==> config.mk <==
export PLATFORM = sky130hd
export DESIGN_NAME = fetch_stage
export DESIGN_NICKNAME = d
export VERILOG_FILES = /design/src/rtl/fetch_stage.sv
export SDC_FILE = /design/constraint.sdc
export NUM_CORES = 1
export LEC_CHECK = 0
export CORE_MARGIN = 2
export CORE_UTILIZATION = 43
export DETAILED_ROUTE_END_ITERATION = 8
export PLACE_DENSITY = 0.79
export SYNTH_ARGS = -nofsm -noshare
export SYNTH_HDL_FRONTEND = slang
export SYNTH_SLANG_ARGS = --single-unit
==> constraint.sdc <==
create_clock -name clk -period 2.65 [get_ports clk]
set_clock_uncertainty 0.1 [all_clocks]
set_input_delay 0.53 -clock clk [delete_from_list [all_inputs] [get_ports clk]]
set_output_delay 0.53 -clock clk [all_outputs]
set_load 0.02 [all_outputs]
==> src/rtl/fetch_stage.sv <==
// fetch_stage: IF stage plus IF/ID pipeline register of the 5-stage RISC-V core.
//
// Holds the PC, drives the instruction-memory address and latches the fetched
// instruction/PC into the ID-side registers. Load-use stalls arrive from the
// hazard unit (PCWrite / IF_ID_Write); redirects arrive from branch resolution
// (branch_taken / branch_target) and flush the IF/ID register.
//
// Ports:
//   clk            core clock, rising edge
//   rst            synchronous reset, active-high (overrides everything)
//   enable         global pipeline enable; 0 freezes all state
//   PCWrite        0 holds the PC (stall)
//   IF_ID_Write    0 holds the IF/ID register (stall)
//   branch_taken   redirect this cycle; flushes IF/ID
//   branch_target  redirect address (passed through unaligned)
//   instr_addr     instruction-memory address, direct wire from the PC register
//   instr_rdata    instruction-memory read data for instr_addr
//   pc_ID          PC of the instruction in ID
//   instruction_ID instruction in ID (NOP_INSTR when bubble)
//   valid_ID       1 = real instruction, 0 = bubble
//
// Optional build macro FETCH_STALL_CNT_EN adds:
//   stall_cycles   count of edges where IF/ID was held by a stall
//   flush_count    count of edges where a redirect flushed IF/ID

module fetch_stage #(
  parameter logic [31:0] RESET_PC  = 32'h0000_0000,
  parameter logic [31:0] NOP_INSTR = 32'h0000_0013
) (
  input  logic        clk,
  input  logic        rst,
  input  logic        enable,
  input  logic        PCWrite,
  input  logic        IF_ID_Write,
  input  logic        branch_taken,
  input  logic [31:0] branch_target,
  output logic [31:0] instr_addr,
  input  logic [31:0] instr_rdata,
  output logic [31:0] pc_ID,
  output logic [31:0] instruction_ID,
  output logic        valid_ID
`ifdef FETCH_STALL_CNT_EN
  ,
  output logic [31:0] stall_cycles,
  output logic [31:0] flush_count
`endif
);

  localparam int unsigned XLEN = 32;

  logic [XLEN-1:0] pc_q, pc_d;
  logic [XLEN-1:0] pc_id_q, pc_id_d;
  logic [XLEN-1:0] instr_id_q, instr_id_d;
  logic            valid_id_q, valid_id_d;

`ifdef FETCH_STALL_CNT_EN
  logic [XLEN-1:0] stall_cnt_q, stall_cnt_d;
  logic [XLEN-1:0] flush_cnt_q, flush_cnt_d;
`endif

  // Next-state: flush beats stall because the branch is older than the stalled instruction.
  always_comb begin
    pc_d       = pc_q;
    pc_id_d    = pc_id_q;
    instr_id_d = instr_id_q;
    valid_id_d = valid_id_q;
`ifdef FETCH_STALL_CNT_EN
    stall_cnt_d = stall_cnt_q;
    flush_cnt_d = flush_cnt_q;
`endif
    if (enable) begin
      if (branch_taken) begin
        pc_d       = branch_target;
        pc_id_d    = '0;
        instr_id_d = NOP_INSTR;
        valid_id_d = 1'b0;
`ifdef FETCH_STALL_CNT_EN
        flush_cnt_d = flush_cnt_q + XLEN'(1);
`endif
      end else begin
        // PC and IF/ID enables are independent; PC wraps modulo 2^32.
        if (PCWrite) begin
          pc_d = pc_q + XLEN'(4);
        end
        if (IF_ID_Write) begin
          pc_id_d    = pc_q;
          instr_id_d = instr_rdata;
          valid_id_d = 1'b1;
        end
`ifdef FETCH_STALL_CNT_EN
        else begin
          stall_cnt_d = stall_cnt_q + XLEN'(1);
        end
`endif
      end
    end
  end

  // State registers with synchronous reset.
  always_ff @(posedge clk) begin
    if (rst) begin
      pc_q       <= RESET_PC;
      pc_id_q    <= '0;
      instr_id_q <= NOP_INSTR;
      valid_id_q <= 1'b0;
`ifdef FETCH_STALL_CNT_EN
      stall_cnt_q <= '0;
      flush_cnt_q <= '0;
`endif
    end else begin
      pc_q       <= pc_d;
      pc_id_q    <= pc_id_d;
      instr_id_q <= instr_id_d;
      valid_id_q <= valid_id_d;
`ifdef FETCH_STALL_CNT_EN
      stall_cnt_q <= stall_cnt_d;
      flush_cnt_q <= flush_cnt_d;
`endif
    end
  end

  assign instr_addr     = pc_q;
  assign pc_ID          = pc_id_q;
  assign instruction_ID = instr_id_q;
  assign valid_ID       = valid_id_q;
`ifdef FETCH_STALL_CNT_EN
  assign stall_cycles   = stall_cnt_q;
  assign flush_count    = flush_cnt_q;
`endif

endmodule

==> impl_metrics.env <==
export IMPL_outcome="completed"
export IMPL_timing_final_ws_setup_ns=0.424
export IMPL_place_detailed_instances=783
export IMPL_cp_arrival_ns=2.42
export IMPL_placement_io_buffers=166
export IMPL_dieWidth_um=103
export IMPL_synthesis_nets=579
export IMPL_gp_congestion=0.847
export IMPL_design_portCount=167
export IMPL_first_pass_drt_iterations=5
export IMPL_design_final_nets=732
export IMPL_cts_repair_resize_count=0
export IMPL_core_rowCount=36
export IMPL_post_synth_cell_area_avg_um2=8.28
export IMPL_vdd_drop_max_mv=0.293
export IMPL_h_tree_depth=3
export IMPL_wl_per_cell_um=16.7
export IMPL_cp_max_fo=8
export IMPL_clk_pin_slew_worst_paths_ns=0.10
export IMPL_synth_top_cells_by_area="dfxtp_1 (46%), a22oi_1 (12%), nor2_1 (7.7%)"
export IMPL_remaining_drc_errors=0
export IMPL_final_setup_violation_count=0
export IMPL_synth_fa_ha_area_frac=0.00298
export IMPL_synth_area_mux_share=0.0220
export IMPL_worst_hold_path_type="register to register"
export IMPL_timing_max_cap_violations=0
export IMPL_max_clock_path_buffers=2
export IMPL_timing_final_max_slew_violations=0
export IMPL_timing_critical_path_to_type="register"
export IMPL_crit_chain="nand3_2, or3_1, or2_4, or4_1, a31oi_1"
export IMPL_clock_tree_from_tritoncts="built"
export IMPL_route_vias_total=4572
export IMPL_layout_cell_area_non_filler_um2=6260
export IMPL_first_global_vias=4215
export IMPL_synth_edf_count=0
export IMPL_critPathRequiredTime_ns=2.85
export IMPL_areaGrowthSynthToFinish_pct=48.8
export IMPL_all_layer_global_routing_usage=0.250
export IMPL_cts_setup_buffers=0
export IMPL_timing_slew_headroom=0.675
export IMPL_synthSimpleGateAreaFrac=0.217
export IMPL_post_dp_cell_area_um2=6080
export IMPL_power_density_nw_per_um2=477
export IMPL_synthesis_area_um2=4210
export IMPL_clk_insertion_delay_late_ns=0.37
export IMPL_hpwlAfterDp_um=9370
export IMPL_ys_ff_latch=97
export IMPL_final_antenna_net_count=0
export IMPL_worst_slew_pin_slew_ns=0.483
export IMPL_yosysMostFrequentCell="dfxtp_1"
export IMPL_coreArea_um2=9640
export IMPL_commonest_cells_in_the_synthesized_netlist="dfxtp_1 (97), nor2_1 (86), a22oi_1 (70), clkbuf_1 (37), nand2_1 (36)"
export IMPL_criticalPathCategory="register to register"
export IMPL_setup_tns_final_ns=0
export IMPL_yosys_warnings=0
export IMPL_hold_slack_ns=0.386
export IMPL_finalNonFillerCells=799
export IMPL_slowest_delay_ns=0.54
export IMPL_drive_above_1_share=0.0706
export IMPL_grt_start_max_net_pins=62
export IMPL_fmax_ghz=0.449
export IMPL_initial_util=0.436
export IMPL_synth_compound_gate_area_share=0.249
export IMPL_fin_crit_ns=2.23
export IMPL_die_h_um=103
export IMPL_post_route_util=0.649
export IMPL_number_of_antenna_violations_at_the_first_check_in_global_routing=0
export IMPL_netlist_cell_type_count=48
export IMPL_timing_critical_path_from_type="register"
export IMPL_finalWirelength_um=13400
export IMPL_antennaDiodeCount=0
export IMPL_grt_ovfl_total=0
export IMPL_p_leak_nw=2.14
export IMPL_vias_per_inst=5.72
export IMPL_first_iter_violations=301
export IMPL_clk_root_buffer_cell="clkbuf_8"
export IMPL_die_area_um2=10600
export IMPL_synth_yosys_seq_area_share=0.462
export IMPL_timing_hold_violations_final=0
export IMPL_grt_setup_unrepaired="no"
export IMPL_cts_sinks=97
export IMPL_power_total_mw=2.99
export IMPL_cts_hold_repair_buffers=0
export IMPL_post_place_ws_ns=0.110
export IMPL_synth_top_family_by_area="compound AO/OA/AOI/OAI gates"
export IMPL_syn_instance_count=508
export IMPL_synth_main_ff_cell="dfxtp_1"
export IMPL_post_route_period_util=0.840
export IMPL_async_flop_share=0
export IMPL_synthXorXnorAreaFrac=0
export IMPL_timing_critical_path_slowest_stage_cell="or3_1"
export IMPL_wire_length_of_the_first_global_routing_pass_um=20800
export IMPL_yosys_area_top_type="dfxtp_1"
export IMPL_cts_inserted_buffers=9
export IMPL_synth_top_cell_area_share=0.462
## cells by family (layout without fill, tap and decap cells)
logic type / Yosys count / in the layout
AO/OA/AOI/OAI: 153 / 153
adder cells (fa/ha/maj): 1 / 1
buffers and inverters: 52 / 210
flip-flops: 97 / 97
multiplexers: 9 / 9
AND/OR/NAND/NOR: 196 / 196
## worst max-delay path: cells and delay by family (launching register included)
family / cells / cell delay [ns]
simple gates: 4 / 1.43
flops: 1 / 0.46
compound gates: 1 / 0.17
## per-layer routing
layer | track usage | part of all wire | vias up
li1 | - | - | 2180
met2 | 0.405 | 0.49 | 216
met4 | 0.0638 | 0.011 | 0
met5 | 0 | 0 | -
met3 | 0.0854 | 0.097 | 13
met1 | 0.320 | 0.41 | 2163
## flip-flops by register name, summed over array words and instances, names as in the netlist
register        cells
pc_ID              32
valid_ID            1
instruction_ID     32
instr_addr         32
## placed cells by master, fill, tap and decap left out, types with 2 or more instances in the layout
cell type,n
a211oi_1,4
a21oi_1,20
a22o_1,2
a22oi_1,70
a31oi_1,10
a32o_1,2
a32oi_1,2
and3_1,4
and4_1,2
buf_12,4
buf_4,19
clkbuf_8,10
clkdlybuf4s50_1,164
dfxtp_1,97
inv_1,5
inv_6,2
mux2_2,2
mux2i_1,7
nand2_1,36
nand2b_1,4
nand3_1,17
nand4_1,12
nor2_1,86
nor3_1,12
nor4_1,8
o211ai_1,2
o21a_1,3
o21ai_0,20
o21bai_1,2
o22ai_1,5
o41ai_1,3
or3_1,3
or4_1,4
## worst paths after layout
path,start,endpoint,slack (ns),depth (start not counted)
worst max-delay path,instr_addr[11]$_SDFFE_PP0P_,instr_addr[18]$_SDFFE_PP0P_,0.42,5
worst min-delay path,instr_addr[0]$_SDFFE_PP0P_,instr_addr[0]$_SDFFE_PP0P_,0.39,2
worst max register to register,instr_addr[11]$_SDFFE_PP0P_,instr_addr[18]$_SDFFE_PP0P_,0.42,5
worst min register to register,instr_addr[0]$_SDFFE_PP0P_,instr_addr[0]$_SDFFE_PP0P_,0.39,2
## where the power goes
| group | internal [mW] | switching, mW | total (mW) |
|---|---|---|---|
| Combinational | 0.262 | 0.260 | 0.522 |
| Clock | 0.374 | 0.526 | 0.900 |
| Sequential | 1.50 | 0.0589 | 1.56 |
## layout make-up
type | count | area (µm²)
Inverter | 6 | 22.5
Tap cell | 133 | 166
Fill cell | 836 | 3380
Clock inverter | 5 | 38.8
Clock buffer | 11 | 141
Timing Repair Buffer | 188 | 1870
Sequential cell | 97 | 1940
Multi-Input combinational cell | 359 | 2080
No activity file was read; power rests on OpenSTA's default activity.
